File: src/rtl/shift_deserializer.sv
// -----------------------------------------------------------------------------
// shift_deserializer
//
// Purpose:
//   Full-duplex serial<->parallel shift register with a bit counter and a
//   word handshake. It sits between the external serial program/data loader
//   and the CPU word bus.
//   - Each enabled shift moves one bit in on ser_i and presents the outgoing
//     bit on ser_o.
//   - Every WIDTH-th shift, the completed word is copied into a holding
//     register, and word_valid_o is raised until the consumer acknowledges it.
//   - A parallel preload (load_i) supports transmit.
//
// Parameters:
//   WIDTH      shift/word width in bits (>= 2)
//   MSB_FIRST  1: shift toward the MSB, serial in at bit 0, ser_o = MSB
//              0: shift toward the LSB, serial in at bit WIDTH-1, ser_o = LSB
//   CW         counter width, derived from WIDTH (do not override)
//
// Ports:
//   clk           in   clock; all state updates on the rising edge
//   reset         in   synchronous active-high reset; overrides everything
//   shift_en_i    in   shift one bit this cycle
//   ser_i         in   serial data in, sampled when shift_en_i=1
//   load_i        in   parallel load of par_i (has priority over shift_en_i)
//   par_i         in   parallel load data
//   word_ack_i    in   consumer accepts word_o
//   ser_o         out  current outgoing bit (combinational from the shift reg)
//   shift_o       out  live shift register contents
//   word_o        out  last completed word
//   word_valid_o  out  word_o holds an unacknowledged completed word
//   overflow_o    out  sticky: a completed word overwrote an unacked one
//   count_o       out  bits shifted since the last load/reset/word completion
// -----------------------------------------------------------------------------
module shift_deserializer #(
    parameter int WIDTH     = 16,
    parameter int MSB_FIRST = 1,
    parameter int CW        = $clog2(WIDTH)
) (
    input  logic             clk,
    input  logic             reset,
    input  logic             shift_en_i,
    input  logic             ser_i,
    input  logic             load_i,
    input  logic [WIDTH-1:0] par_i,
    input  logic             word_ack_i,
    output logic             ser_o,
    output logic [WIDTH-1:0] shift_o,
    output logic [WIDTH-1:0] word_o,
    output logic             word_valid_o,
    output logic             overflow_o,
    output logic [CW-1:0]    count_o
);

    localparam logic [CW-1:0] LAST_BIT = CW'(WIDTH - 1);

    logic [WIDTH-1:0] r_shift;
    logic [WIDTH-1:0] r_word;
    logic [CW-1:0]    r_count;
    logic             r_valid;
    logic             r_overflow;

    logic [WIDTH-1:0] w_shifted;
    logic             w_out_bit;
    logic             w_do_shift;
    logic             w_complete;

    // The shift direction is fixed at elaboration time.
    generate
        if (MSB_FIRST != 0) begin : g_msb_first
            assign w_shifted = {r_shift[WIDTH-2:0], ser_i};
            assign w_out_bit = r_shift[WIDTH-1];
        end else begin : g_lsb_first
            assign w_shifted = {ser_i, r_shift[WIDTH-1:1]};
            assign w_out_bit = r_shift[0];
        end
    endgenerate

    // A load pre-empts the shift, so it also suppresses word completion.
    assign w_do_shift = shift_en_i && !load_i;
    assign w_complete = w_do_shift && (r_count == LAST_BIT);

    // Shift register and bit counter
    always_ff @(posedge clk) begin
        if (reset) begin
            r_shift <= '0;
            r_count <= '0;
        end else if (load_i) begin
            r_shift <= par_i;
            r_count <= '0;
        end else if (shift_en_i) begin
            r_shift <= w_shifted;
            r_count <= w_complete ? '0 : r_count + CW'(1);
        end
    end

    // Holding register and handshake. A completion always wins over an ack
    // in the same cycle: the new word stays valid and is not counted as an
    // overflow, because the previous word was consumed on that edge.
    always_ff @(posedge clk) begin
        if (reset) begin
            r_word     <= '0;
            r_valid    <= 1'b0;
            r_overflow <= 1'b0;
        end else begin
            if (w_complete) begin
                r_word  <= w_shifted;
                r_valid <= 1'b1;
                if (r_valid && !word_ack_i) begin
                    r_overflow <= 1'b1;
                end
            end else if (r_valid && word_ack_i) begin
                r_valid <= 1'b0;
            end
        end
    end

    assign ser_o        = w_out_bit;
    assign shift_o      = r_shift;
    assign word_o       = r_word;
    assign word_valid_o = r_valid;
    assign overflow_o   = r_overflow;
    assign count_o      = r_count;

endmodule

File: config.mk
export PLATFORM = sky130hd
export DESIGN_NAME = shift_deserializer
export DESIGN_NICKNAME = d
export VERILOG_FILES = /design/src/rtl/shift_deserializer.sv
export SDC_FILE = /design/constraint.sdc
export NUM_CORES = 1
export LEC_CHECK = 0
export BUFFER_PORTS_ARGS = -buffer_cell sky130_fd_sc_hd__buf_2
export CAP_MARGIN = 20
export CORE_MARGIN = 4
export CORE_UTILIZATION = 45
export CTS_CLUSTER_DIAMETER = 30
export DETAILED_ROUTE_END_ITERATION = 16
export PLACE_DENSITY_LB_ADDON = 0.1
export SLEW_MARGIN = 10
export SYNTH_ARGS = -nofsm -noshare
export SYNTH_HDL_FRONTEND = slang
export SYNTH_SLANG_ARGS = --single-unit
File: constraint.sdc
create_clock -name clk -period 1.43 [get_ports clk]
set_input_delay 0.286 -clock clk [delete_from_list [all_inputs] [get_ports clk]]
set_output_delay 0.286 -clock clk [all_outputs]
set_load 0.005 [all_outputs]
After elaboration in Yosys (flattened, before gate mapping)
Index checks and enable logic that the tools add are counted.
{"block": "op_classes", "add_sub_neg": 1, "n_eq_ne": 1, "n_mux": 5, "n_reduce_logical": 10}
{"operator": "$mux 16", "count": 2}
{"operator": "$add 4x1->4 const B", "count": 1}
{"operator": "$eq 4x4->1 const B", "count": 1}
{"operator": "$logic_and 1x1->1", "count": 4}
{"operator": "$mux 4", "count": 1}
{"operator": "$reduce_bool 2->1", "count": 2}
{"operator": "$logic_not 1->1", "count": 2}
{"operator": "$mux 1", "count": 2}
{"operator": "$reduce_and 2->1", "count": 1}
{"operator": "$reduce_or 2->1", "count": 1}
{"block": "word_totals", "ff_bits": 38, "in_bits": 22, "out_inout_bits": 39, "wordCells": 22}

Depth between registers and ports, before layout
{"block": "depth", "depth_word": 4, "mapped_depth": 5, "ltp_nobuf": 4}

Worst setup path after synthesis
No wires, ideal clock.
{"block": "synth_timing", "path_kind": "reg-to-reg", "from": "register r_count[0], in the netlist count_o[0]", "to": "register r_word[10], in the netlist word_o[10]", "setup_time_ns": 0.072, "arrival_ns": 1.100, "required_time_ns": 1.358, "path_slack_ns": 0.258, "stages_incl_launch_ff": 6, "path_buffers": 1, "synth_period_minus_slack_ns": 1.172, "cell_sequence": "dfxtp_1 > ha_1 > nand2_1 > nor3_2 > buf_4 > mux2i_1"}
{"block": "synth_via", "elab_chain_len": 2}
{"item": "start, declared", "line": "59", "text": "logic [CW-1:0] r_count;"}
{"item": "start signal, assigned", "line": "93", "text": "r_count <= w_complete ? '0 : r_count + CW'(1);"}
{"item": "$eq 4x4->1", "line": "81", "text": "assign w_complete = w_do_shift && (r_count == LAST_BIT);"}
{"item": "$logic_and 1x1->1", "line": "81"}
{"item": "end signal, assigned", "line": "107", "text": "r_word <= w_shifted;"}
{"item": "end, declared", "line": "58", "text": "logic [WIDTH-1:0] r_word;"}
No other way between the ends.
A chain may end at the register's enable or synchronous reset.

Worst setup path in the final report
{"block": "layout_timing", "from": "register r_count[1], in the netlist count_o[1]", "to": "register r_word[14], in the netlist word_o[14]"}
Same word-level chain as after synthesis.

==> results.py <==
metrics = {
    "cells_and_area": {
        "num-nets-final": 252,
        "fillers": 341,
        "areaGrowthSynthToFinish_pct": 28.7,
        "multiInputGateArea_sq_um": 832,
        "layout_commonest_cell": "buf_2",
        "num_antenna_cells": 0,
        "final_util_pct": 62.0,
        "layout-drive-gt1-share_pct": 41.7,
        "seqCellArea_sq_um": 762,
        "layout_common_cells": "60 x buf_2, 37 x dfxtp_1, 35 x nand2_1, 33 x mux2i_1",
    },
    "global_routing": {
        "antenna_found_initial": 0,
        "grt_max_degree": 21,
        "grt_pass1_vias": 1257,
        "grt_pass1_wl_mm": 5.95,
        "grt-ovfl-total": 0,
        "grt_usage_pct": 17.2,
    },
    "yosys": {
        "netlist_instances": 166,
        "yosysTopAreaCellShare_pct": 45.5,
        "syn_nets": 189,
        "yosysWarnings": 0,
        "async_flop_share_pct": 0,
        "yosysUniqueCellTypes": 22,
        "synth-edff-count": 0,
        "yosys_most_used_dff": "dfxtp_1",
        "syn_area_sq_mm": 0.00167,
        "synth.avg_cell_area_sq_um": 10.1,
        "ys_seq_area_share_pct": 45.5,
        "synth_area_leaders": "dfxtp_1 46%, mux2i_1 20%, mux2_2 11%, nand2_1 7.9%, nor2_1 3.6%",
        "synth-seq-cells": 38,
        "yosysTopAreaCell": "dfxtp_1",
    },
    "timing": {
        "slew_violations": 0,
        "period_needed_ps": 1310,
        "fin_crit_sh_pct": 91.7,
        "max-slew-margin-rel_pct": 84.9,
        "finalSetupTns_ps": 0,
        "fmax_mhz": 762,
        "hold_viol": 0,
        "fin_skew_ps": 5.38,
        "rsz0062_at_grt": "no",
        "worst_pin_slew_ps": 226,
        "finalSetupViolations": 0,
    },
    "floorplanning": {
        "coreArea_sq_mm": 0.00347,
        "rows": 21,
        "start_util_pct": 48.2,
        "die_h_um": 68.9,
        "pin_count": 61,
        "dieArea_sq_mm": 0.00475,
        "die_w_um": 68.9,
    },
    "clock_tree": {
        "cts_sinks": 38,
        "h-tree-depth": 2,
        "cts_buffers": 5,
        "post-cts-setup-buffers": 0,
        "clock-root-buffer": "clkbuf_8",
        "cts_buffer_depth": 2,
        "clk_latency_ps": 290,
        "cts_tree": "built",
        "cts.reportedPaths.clkPinSlew_ps": 80,
    },
    "power_and_ir_drop": {
        "ir_worst_vdd_mv": 0.620,
        "powerDensity_mw_per_mm2": 1040,
        "power_frac_comb_pct": 10.3,
        "leakagePower_nw": 1.02,
        "p_sw_share_pct": 22.9,
        "internal_power_w": 0.00173,
        "power.total_w": 0.00224,
        "power.switching_w": 0.000513,
        "pwr-share-seq_pct": 50.2,
        "p_clk_share_pct": 39.5,
    },
    "critical_path": {
        "cp_slowest_stage_delay_ps": 390,
        "critPathArrivalTime_ps": 1530,
        "crit_slowest_cell": "dfxtp_1",
        "path_cells": "ha_1, nand2_1, nor3_4, buf_12, mux2i_1",
        "cp-start-kind": "flop",
        "worstPathRequired_ps": 1650,
        "critPathKind": "reg2reg",
        "critPathCaptureType": "flop",
        "cp_max_fo": 20,
    },
    "route": {
        "wl_mm": 3.79,
        "wl_met2_mm": 1.65,
        "drc": 0,
        "routed.top_layer": "met4",
        "routed_via_density": 4.90,
        "route.met3.wl_um": 284,
        "drt_iter0_markers": 45,
        "wl_met1_mm": 1.79,
        "wl_per_cell_um": 13.7,
        "vias": 1353,
        "ant_nets": 0,
        "firstDrtPassIters": 4,
    },
    "min_path": {
        "hold_path.class": "in2reg",
    },
    "flow_run": {
        "drv_cap": 0,
    },
    "placed_design": {
        "hpwl_mm": 2.94,
        "place.gp.congestion": 0.768,
        "port_buffers": 60,
    },
    "status": {
        "status": "finished, final reports clean",
    },
}
-- final timing paths --
path | from | endpoint | slack (ps) | cells past startpoint
worst min register to register | word_o[0] | word_o[0] | 450 | 2
worst min-delay path | par_i[15] | shift_o[15] | 230 | 3
worst max-delay path | count_o[1] | word_o[14] | 120 | 5
worst max register to register | count_o[1] | word_o[14] | 120 | 5
-- worst max-delay path, delay by kind of cell (launching register included) --
family / cells / cell delay [ps]
DFF: 1 / 390
and+or+nand+nor: 2 / 240
muxes: 1 / 210
buffers and inverters: 1 / 200
adders and majority gates: 1 / 190
-- synthesized netlist by cell type (all sizes together) (2+ instances only) --
cell,count
clkbuf,4
dfxtp,38
nor2b,2
xor2,2
mux2i,33
nand2,35
buf,8
mux2,16
or4b,2
nor3,3
nor2,16
-- power by group through the flow --
stage / Combinational [W] / Sequential (W) / Clock (W)
detailed placement: 0.000232 / 0.00115 / 0
floorplan: 0.000138 / 0.00114 / 0
CTS: 0.000233 / 0.00112 / 0.000903
global placement: 0.000226 / 0.00115 / 0
global route: 0.000254 / 0.00113 / 0.000945
finish: 0.000230 / 0.00112 / 0.000885
-- registers in the layout, summed over array words and instances, names as in the netlist --
signal and count:
count_o 4, word_o 16, shift_o 16, word_valid_o 1, overflow_o 1
-- timing repair --
action / in CTS / in global routing
endpoints found under the setup margin: 0 / 2
gates resized for setup: 0 / 1
hold endpoints to repair: 0 / 0
hold buffers: 0 / 0
-- layout make-up --
cell class | instances | share of cell area [%]
tap | 46 | 2.68
clock buffer | 5 | 3.20
timing repair buffer | 68 | 17.9
inverter | 1 | 0.175
sequential | 38 | 35.4
multi-input combinational | 115 | 38.7
clock inverter | 3 | 1.86
-- per-layer routing --
layer  vias up  global-route usage, %
li1        687                      -
met2        45                   26.0
met4         0                   7.30
met3         7                   4.70
met1       614                   22.8
met5         -                      0
-- cells by family (layout without fill, tap and decap cells) --
family	after synthesis	in the layout	share of synthesized area (%)
simple gates	60	60	15.6
xor+xnor	2	2	1.05
mux	49	49	30.6
buf+inv	13	77	5.02
compound gates	3	3	1.50
fa+ha+maj	1	1	0.749
flops	38	38	45.5
-- through the flow --
step	setup WS, ps	instances	hold slack [ps]	cell area, sq um
after global routing	10.5	276	230	2150
after floorplan	258	166	428	1670
after global placement	159	268	441	2040
after detailed placement	78.9	268	446	2040
after CTS	68.2	276	221	2150
final	118	276	229	2150
Power figures use the tool's default switching activity.
